<file path="config.mk">
export PLATFORM = sky130hd
export DESIGN_NAME = rt_pixel_out
export DESIGN_NICKNAME = d
export VERILOG_FILES = /design/src/rtl/rt_pixel_out.sv
export SDC_FILE = /design/constraint.sdc
export NUM_CORES = 1
export LEC_CHECK = 0
export BUFFER_PORTS_ARGS = -buffer_cell sky130_fd_sc_hd__buf_4
export CAP_MARGIN = 10
export CORE_AREA = 5 5 128 179
export CTS_BUF_LIST = sky130_fd_sc_hd__clkbuf_8
export CTS_CLUSTER_SIZE = 25
export DETAILED_ROUTE_END_ITERATION = 10
export DIE_AREA = 0 0 133 184
export PLACE_DENSITY_LB_ADDON = 0.2
export SYNTH_ARGS = -nofsm -noshare
export SYNTH_HDL_FRONTEND = slang
export SYNTH_SLANG_ARGS = --single-unit
</file>
<file path="constraint.sdc">
create_clock -name clk -period 2.81 [get_ports clk]
set_clock_uncertainty 0.05 [all_clocks]
set_input_delay 0.562 -clock clk [delete_from_list [all_inputs] [get_ports clk]]
set_output_delay 0.562 -clock clk [all_outputs]
set_load 0.005 [all_outputs]
</file>
<file path="src/rtl/rt_pixel_out.sv">
// Buffers the ray-tracing core's pixel stream in a show-ahead FIFO and re-emits it as an AXI4-Stream master with SOF (tuser) / EOF (tlast).
// Latency: 1 cycle from in_valid to tvalid. The core has no ready; a registered stall keeps STALL_MARGIN slots free for pixels already in flight.
module rt_pixel_out #(
    parameter int PIXEL_W      = 16,
    parameter int DEPTH        = 16,
    parameter int STALL_MARGIN = 6
) (
    input  logic                     clk,
    input  logic                     resetn,
    input  logic                     in_valid,
    input  logic                     in_last,
    input  logic [PIXEL_W-1:0]       in_pixel,
    output logic                     stall,
    output logic [PIXEL_W-1:0]       m_axis_tdata,
    output logic                     m_axis_tvalid,
    input  logic                     m_axis_tready,
    output logic                     m_axis_tlast,
    output logic                     m_axis_tuser,
    output logic [$clog2(DEPTH):0]   level,
    output logic                     frame_done,
    output logic                     overflow
);
    localparam int AW = $clog2(DEPTH);
    localparam int LW = AW + 1;
    localparam int EW = PIXEL_W + 2;
    localparam logic [LW-1:0] FULL_LVL  = LW'(DEPTH);
    localparam logic [LW-1:0] STALL_LVL = LW'(DEPTH - STALL_MARGIN);

    logic [EW-1:0] mem_q [DEPTH];
    logic [AW-1:0] wr_ptr_q, wr_ptr_d, rd_ptr_q, rd_ptr_d;
    logic [LW-1:0] level_q, level_d;
    logic          expect_sof_q, expect_sof_d;
    logic          stall_q, frame_done_q, overflow_q;
    logic          push, pop, not_empty;
    logic [EW-1:0] head;

    // Head is forced to zero while empty so stale storage never leaks onto the bus.
    assign not_empty = (level_q != '0);
    assign head      = not_empty ? mem_q[rd_ptr_q] : '0;
    assign pop       = not_empty && m_axis_tready;
    assign push      = in_valid && ((level_q < FULL_LVL) || pop);

    always_comb begin
        level_d      = level_q;
        wr_ptr_d     = wr_ptr_q;
        rd_ptr_d     = rd_ptr_q;
        expect_sof_d = expect_sof_q;
        if (push && !pop) begin
            level_d = level_q + LW'(1);
        end else if (pop && !push) begin
            level_d = level_q - LW'(1);
        end
        if (push) begin
            wr_ptr_d     = wr_ptr_q + AW'(1);
            expect_sof_d = in_last;
        end
        if (pop) begin
            rd_ptr_d = rd_ptr_q + AW'(1);
        end
    end

    always_ff @(posedge clk) begin
        if (push) begin
            mem_q[wr_ptr_q] <= {expect_sof_q, in_last, in_pixel};
        end
    end

    always_ff @(posedge clk or negedge resetn) begin
        if (!resetn) begin
            wr_ptr_q     <= '0;
            rd_ptr_q     <= '0;
            level_q      <= '0;
            expect_sof_q <= 1'b1;
            stall_q      <= 1'b0;
            frame_done_q <= 1'b0;
            overflow_q   <= 1'b0;
        end else begin
            wr_ptr_q     <= wr_ptr_d;
            rd_ptr_q     <= rd_ptr_d;
            level_q      <= level_d;
            expect_sof_q <= expect_sof_d;
            stall_q      <= (level_d >= STALL_LVL);
            frame_done_q <= pop && head[EW-2];
            overflow_q   <= overflow_q || (in_valid && !push);
        end
    end

    assign stall         = stall_q;
    assign m_axis_tvalid = not_empty;
    assign m_axis_tdata  = head[PIXEL_W-1:0];
    assign m_axis_tlast  = head[EW-2];
    assign m_axis_tuser  = head[EW-1];
    assign level         = level_q;
    assign frame_done    = frame_done_q;
    assign overflow      = overflow_q;

endmodule

</file>
==> results.yml, run 1 <==
outcome:
  status: "finished, violations left"
  violations: "negative setup slack"
grt:
  busiest_layer: "met2"
  grt_overflow: 0
  track_usage_pct: 21.0
  met2_usage_pct: 35.8
  grt_max_degree: 44
  grt_first_pass_wirelength_microns: 37500
  grt_pass1_vias: 6073
  grtUsageMet1_pct: 27.8
  antenna_found_initial: 0
  gr-usage-met3_pct: 3.89
routing:
  vias: 5770
  first_pass_iters: 5
  viasPerCell: 6.07
  antenna_left: 0
  drt-initial-drc-count: 499
  drc: 0
  wl_per_cell_microns: 26.5
  wirelength_microns: 25200
cells_and_area:
  layout-drive-gt1-share_pct: 39.4
  utilization_pct: 67.1
  final_cells: 951
  nets: 686
  area_growth_pct: 17.7
  stdcell_area_sq_mm: 0.0141
  fill_cells: 1340
  antenna_cells: 0
sta:
  rsz0062_at_grt: "true"
  drv_slew: 0
  finalCriticalPeriod_ns: 3.23
  max_freq_ghz: 0.310
  fin_ws_ns: -0.417
  finalHoldViolations: 0
  fin_crit_sh_pct: 115
  finalSetupViolCount: 18
  relSlewSlack_pct: 70.4
  worst_slew_pin_slew_ns: 0.444
placed_design:
  numPortBuffers: 47
  placed_area_sq_mm: 0.0129
  placed_cells: 856
  hpwl_microns: 14300
  pre_cts_slack_ns: 0.0867
  gp_congestion: 0.797
synth:
  synth_top_area_share_pct: 72.1
  avgSynthCellArea_sq_um: 22.3
  ys_top_cells_by_area: "edfxtp_1 (72%), mux4_2 (17%), dfrtp_1 (3.3%)"
  synth_edf_count: 288
  synth_cell_types: 41
  ys_ff_latch: 305
  ys.flop_type: "edfxtp_1"
  ys_async_sr_fraction_pct: 5.57
  ys_warn_count: 0
  ys_seq_area_share_pct: 75.7
  synthCells: 537
  syn-num-nets: 565
  synth_top_cell_by_area: "edfxtp_1"
  syn_area_sq_mm: 0.0120
floorplan:
  initial_utilization_pct: 57.0
  die_x_microns: 133
  rows: 63
  die_h_microns: 184
  io_pins: 48
  die-area_sq_mm: 0.0245
  core_area_sq_mm: 0.0210
critical_path:
  worstPathRequired_ns: 2.20
  worstSetupEndpoint: "m_axis_tdata[4]"
  worst_setup_path_start_kind: "register"
  reg2reg_setup_slack_ns: 0.41
  reg2reg_depth: 5
  crit_fanout: 5
  arrival_ns: 2.62
  crit_path_end_kind: "output port"
  r2r_start: "level[4]"
  r2r-end: "mem_q[4][17]"
  crit_start: "rd_ptr_q[0]"
  crit_type: "reg -> out"
cts:
  cts_buffer_depth: 3
  cts_tree: "done"
  h-tree-depth: 2
  numCtsBuffers: 44
  cts-root-buf: "clkbuf_8"
  clk_pin_slew_ns: 0.07
  cts_sinks: 305
  insertion_delay_ns: 0.55
power_and_ir_drop:
  p_per_area_mw_per_mm2: 970
  peakVddDrop_mv: 0.667
  leakage_nw: 4.78
flow_run:
  cap_viol_max_count: 0
worst_hold_path:
  min_path_type: "in -> reg"
[how the worst min path moves through the flow]
stage,startpoint,slack (ns),cells after the start,endpoint
after floorplan,resetn,0.22,0,frame_done
after global placement,resetn,0.39,1,level[0]
after detailed placement,resetn,0.40,1,level[0]
after CTS,in_pixel[1],0.23,1,mem_q[12][1]
after global routing,in_pixel[1],0.24,1,mem_q[12][1]
final,in_pixel[4],0.25,1,mem_q[13][4]
[cell type report]
class | count | area [sq um] | share of cell area [%]
flip-flops and latches | 305 | 9080 | 64.3
multi-input cells | 190 | 2780 | 19.7
repair buffers | 103 | 1080 | 7.62
clock buffers | 47 | 647 | 4.58
well taps | 260 | 325 | 2.31
clock inverters | 32 | 156 | 1.11
inverters | 14 | 52.6 | 0.372
[cells in the final DEF (no fill, tap or decap), drive strengths merged, types with 2 or more instances in the layout]
| cell type | instances |
|---|---|
| ha | 7 |
| nand2b | 2 |
| buf | 98 |
| and2 | 28 |
| nor2 | 9 |
| inv | 30 |
| a21oi | 2 |
| xnor2 | 6 |
| nor3b | 3 |
| nor4 | 6 |
| edfxtp | 288 |
| a211oi | 2 |
| dfrtp | 16 |
| nand3 | 3 |
| mux4 | 90 |
| clkbuf | 51 |
| nand2 | 9 |
| clkinv | 15 |
| o21ai | 4 |
| a31oi | 2 |
[per-stage QoR]
stage	hold slack (ns)	TNS [ns]	total power [mW]
floorplan	0.216	-38.07	8.39
global placement	0.393	0	9.75
detailed placement	0.400	0	9.84
CTS	0.230	-7.51	13.7
global route	0.243	-8.28	14.4
finish	0.252	-6.83	13.7
[cell usage after synthesis (all sizes together), types with 2 or more instances]
cell    count
a211oi      2
a21oi       2
a31oi       2
and2       28
buf        17
clkbuf     11
dfrtp      16
edfxtp    288
ha          7
inv        14
mux4       90
nand2       9
nand2b      2
nand3       3
nor2        9
nor3b       3
nor4        6
o21ai       4
xnor2       6
[routing by layer]
metal	part of all wire (%)	wire length (microns)
met5	0	0
met3	6.7	1680
met4	2.3	583
met1	39	9690
met2	53	13200
[registers in the layout, summed over array words and instances, names as in the netlist]
signal,cells
expect_sof_q,1
rd_ptr_q,4
stall,1
overflow,1
wr_ptr_q,4
mem_q,288
frame_done,1
level,5
[worst max-delay path: stages, from the launching register on]
cell and delay, ns:
dfrtp_4 0.45, buf_4 0.17, clkbuf_16 0.17, mux4_2 0.50, mux4_2 0.48, and2_4 0.17
buf_4 0.13
[power breakdown]
group	total, mW	switching [mW]	internal (mW)
Clock	3.21	1.57	1.64
Sequential	5.60	0.244	5.35
Combinational	4.89	1.99	2.90
[cell families (layout without fill, tap and decap cells)]
group	count (synthesis)	in the layout	synth area share [%]
AO/OA/AOI/OAI	19	19	1.15
buffers and inverters	42	196	1.79
flip-flops	305	305	75.7
XOR/XNOR	7	7	0.511
adder cells (fa/ha/maj)	7	7	0.730
multiplexers	91	91	17.0
AND/OR/NAND/NOR	66	66	3.16
[what timing repair did]
item	in CTS	in global routing
endpoints found under the hold margin	16	0
setup buffers	7	1
hold buffers	1	0
cloned	5	4
resized for setup	28	0
endpoints found under the setup margin	19	19
(Power assumes the default switching activity.)
==> run 2, diff against run 1 <==
--- a/config.mk
+++ b/config.mk
@@ -12,6 +12,7 @@
 export CTS_CLUSTER_SIZE = 25
 export DETAILED_ROUTE_END_ITERATION = 10
 export DIE_AREA = 0 0 133 184
+export MAX_ROUTING_LAYER = met4
 export PLACE_DENSITY_LB_ADDON = 0.2
 export SYNTH_ARGS = -nofsm -noshare
 export SYNTH_HDL_FRONTEND = slang
==> results.yml, run 2 (synthesis gave the netlist of run 1 again) <==
outcome:
  status: "finished, violations left"
  violations: "negative setup slack"
sta:
  fin_crit_sh_pct: 115
  drv_slew: 0
  finalHoldViolations: 0
  rsz0062_at_grt: "true"
  fin_ws_ns: -0.426
  finalSetupViolCount: 18
  finalCriticalPeriod_ns: 3.24
  relSlewSlack_pct: 71.4
  worst_slew_pin_slew_ns: 0.429
  timing.hold.ws_ns: 0.257
  max_freq_ghz: 0.309
  finalSetupTns_ns: -6.94
floorplan:
  core_area_sq_mm: 0.0210
  die_x_microns: 133
  die_h_microns: 184
  initial_utilization_pct: 57.0
  rows: 63
  die-area_sq_mm: 0.0245
  io_pins: 48
cells_and_area:
  layout_common_cells: "edfxtp_1 (288), mux4_2 (90), buf_4 (76)"
  final_common_cell: "edfxtp_1"
  regArea_sq_mm: 0.00908
  final_cells: 951
  top_register: "mem_q"
  fill_cells: 1340
  antenna_cells: 0
  layout-drive-gt1-share_pct: 39.4
  area_growth_pct: 17.7
  nets: 686
  multiInputGateArea_sq_mm: 0.00278
  largest_reg_flops: 288
flow_run:
  cap_viol_max_count: 0
grt:
  track_usage_pct: 21.6
  grt_overflow: 0
  grt_max_degree: 44
  grt_first_pass_wirelength_microns: 37500
  grt_pass1_vias: 6059
  antenna_found_initial: 0
placed_design:
  numPortBuffers: 47
  gp_congestion: 0.810
  pre_cts_slack_ns: 0.0867
  hpwl_microns: 14300
  placed_cells: 856
routing:
  drc: 0
  wirelength_microns: 25200
  antenna_left: 0
  wl_per_cell_microns: 26.5
  first_pass_iters: 4
  drt-initial-drc-count: 504
  vias: 5800
  route.met2.wl_microns: 13200
  top_layer: "met4"
  drt-met1-wl_microns: 9890
  wl_met3_microns: 1530
  viasPerCell: 6.10
power_and_ir_drop:
  peakVddDrop_mv: 0.666
  finalPower_mw: 13.7
  leakage_nw: 4.78
  p_per_area_mw_per_mm2: 971
cts:
  numCtsBuffers: 44
  cts_sinks: 305
  cts-root-buf: "clkbuf_8"
  h-tree-depth: 2
  clk_pin_slew_ns: 0.06
  insertion_delay_ns: 0.55
  cts_buffer_depth: 3
  cts_tree: "done"
critical_path:
  arrival_ns: 2.62
  crit_type: "reg -> out"
  worstPathRequired_ns: 2.20
  crit_fanout: 5
  crit_path_end_kind: "output port"
  worst_setup_path_start_kind: "register"
worst_hold_path:
  min_path_type: "in -> reg"
-- run 2: worst max-delay path: stages, from the launching register on --
cell       delay, ns
dfrtp_4         0.45
buf_4           0.17
clkbuf_16       0.17
mux4_2          0.50
mux4_2          0.48
and2_4          0.18
buf_4           0.13
-- run 2: routing by layer --
| metal | track usage [%] | up-vias |
|---|---|---|
| met2 | 35.8 | 194 |
| li1 | - | 2486 |
| met5 | - | - |
| met1 | 28.0 | 3073 |
| met4 | 6.32 | 0 |
| met3 | 3.81 | 47 |
-- run 2: final cells by class --
type                    instances  area share (%)
clock buffers                  47            4.58
clock inverters                32            1.11
inverters                      14           0.372
multi-input cells             190            19.7
flip-flops and latches        305            64.3
well taps                     260            2.31
repair buffers                103            7.62
-- run 2: per-stage QoR --
stage               cell area [sq um]  utilization, %
floorplan                       12000               -
global placement                12900            61.5
detailed placement              12900            61.5
CTS                             14100            66.8
global route                    14100            67.1
finish                          14100            67.1
-- run 2: final timing paths --
check                                  from              end  slack [ns]  cells after the start
worst max-delay path            rd_ptr_q[0]  m_axis_tdata[4]       -0.43                      6
worst min-delay path            in_pixel[3]     mem_q[13][3]        0.26                      1
worst max register to register     level[4]     mem_q[4][17]        0.43                      5
worst min register to register     overflow         overflow        0.44                      1
max in group asynchronous            resetn     expect_sof_q        2.07                      2
min in group asynchronous            resetn      wr_ptr_q[1]        0.38                      2
-- run 2: power by group --
group          internal, mW  switching (mW)
clock network          1.64            1.57
logic                  2.90            2.00
registers              5.35           0.245
-- run 2: repair_timing --
action | CTS | global route
setup endpoints to repair | 19 | 19
gates resized for setup | 28 | 0
endpoints found under the hold margin | 16 | 0
setup buffers | 7 | 1
hold buffers | 1 | 0
gates cloned | 5 | 4
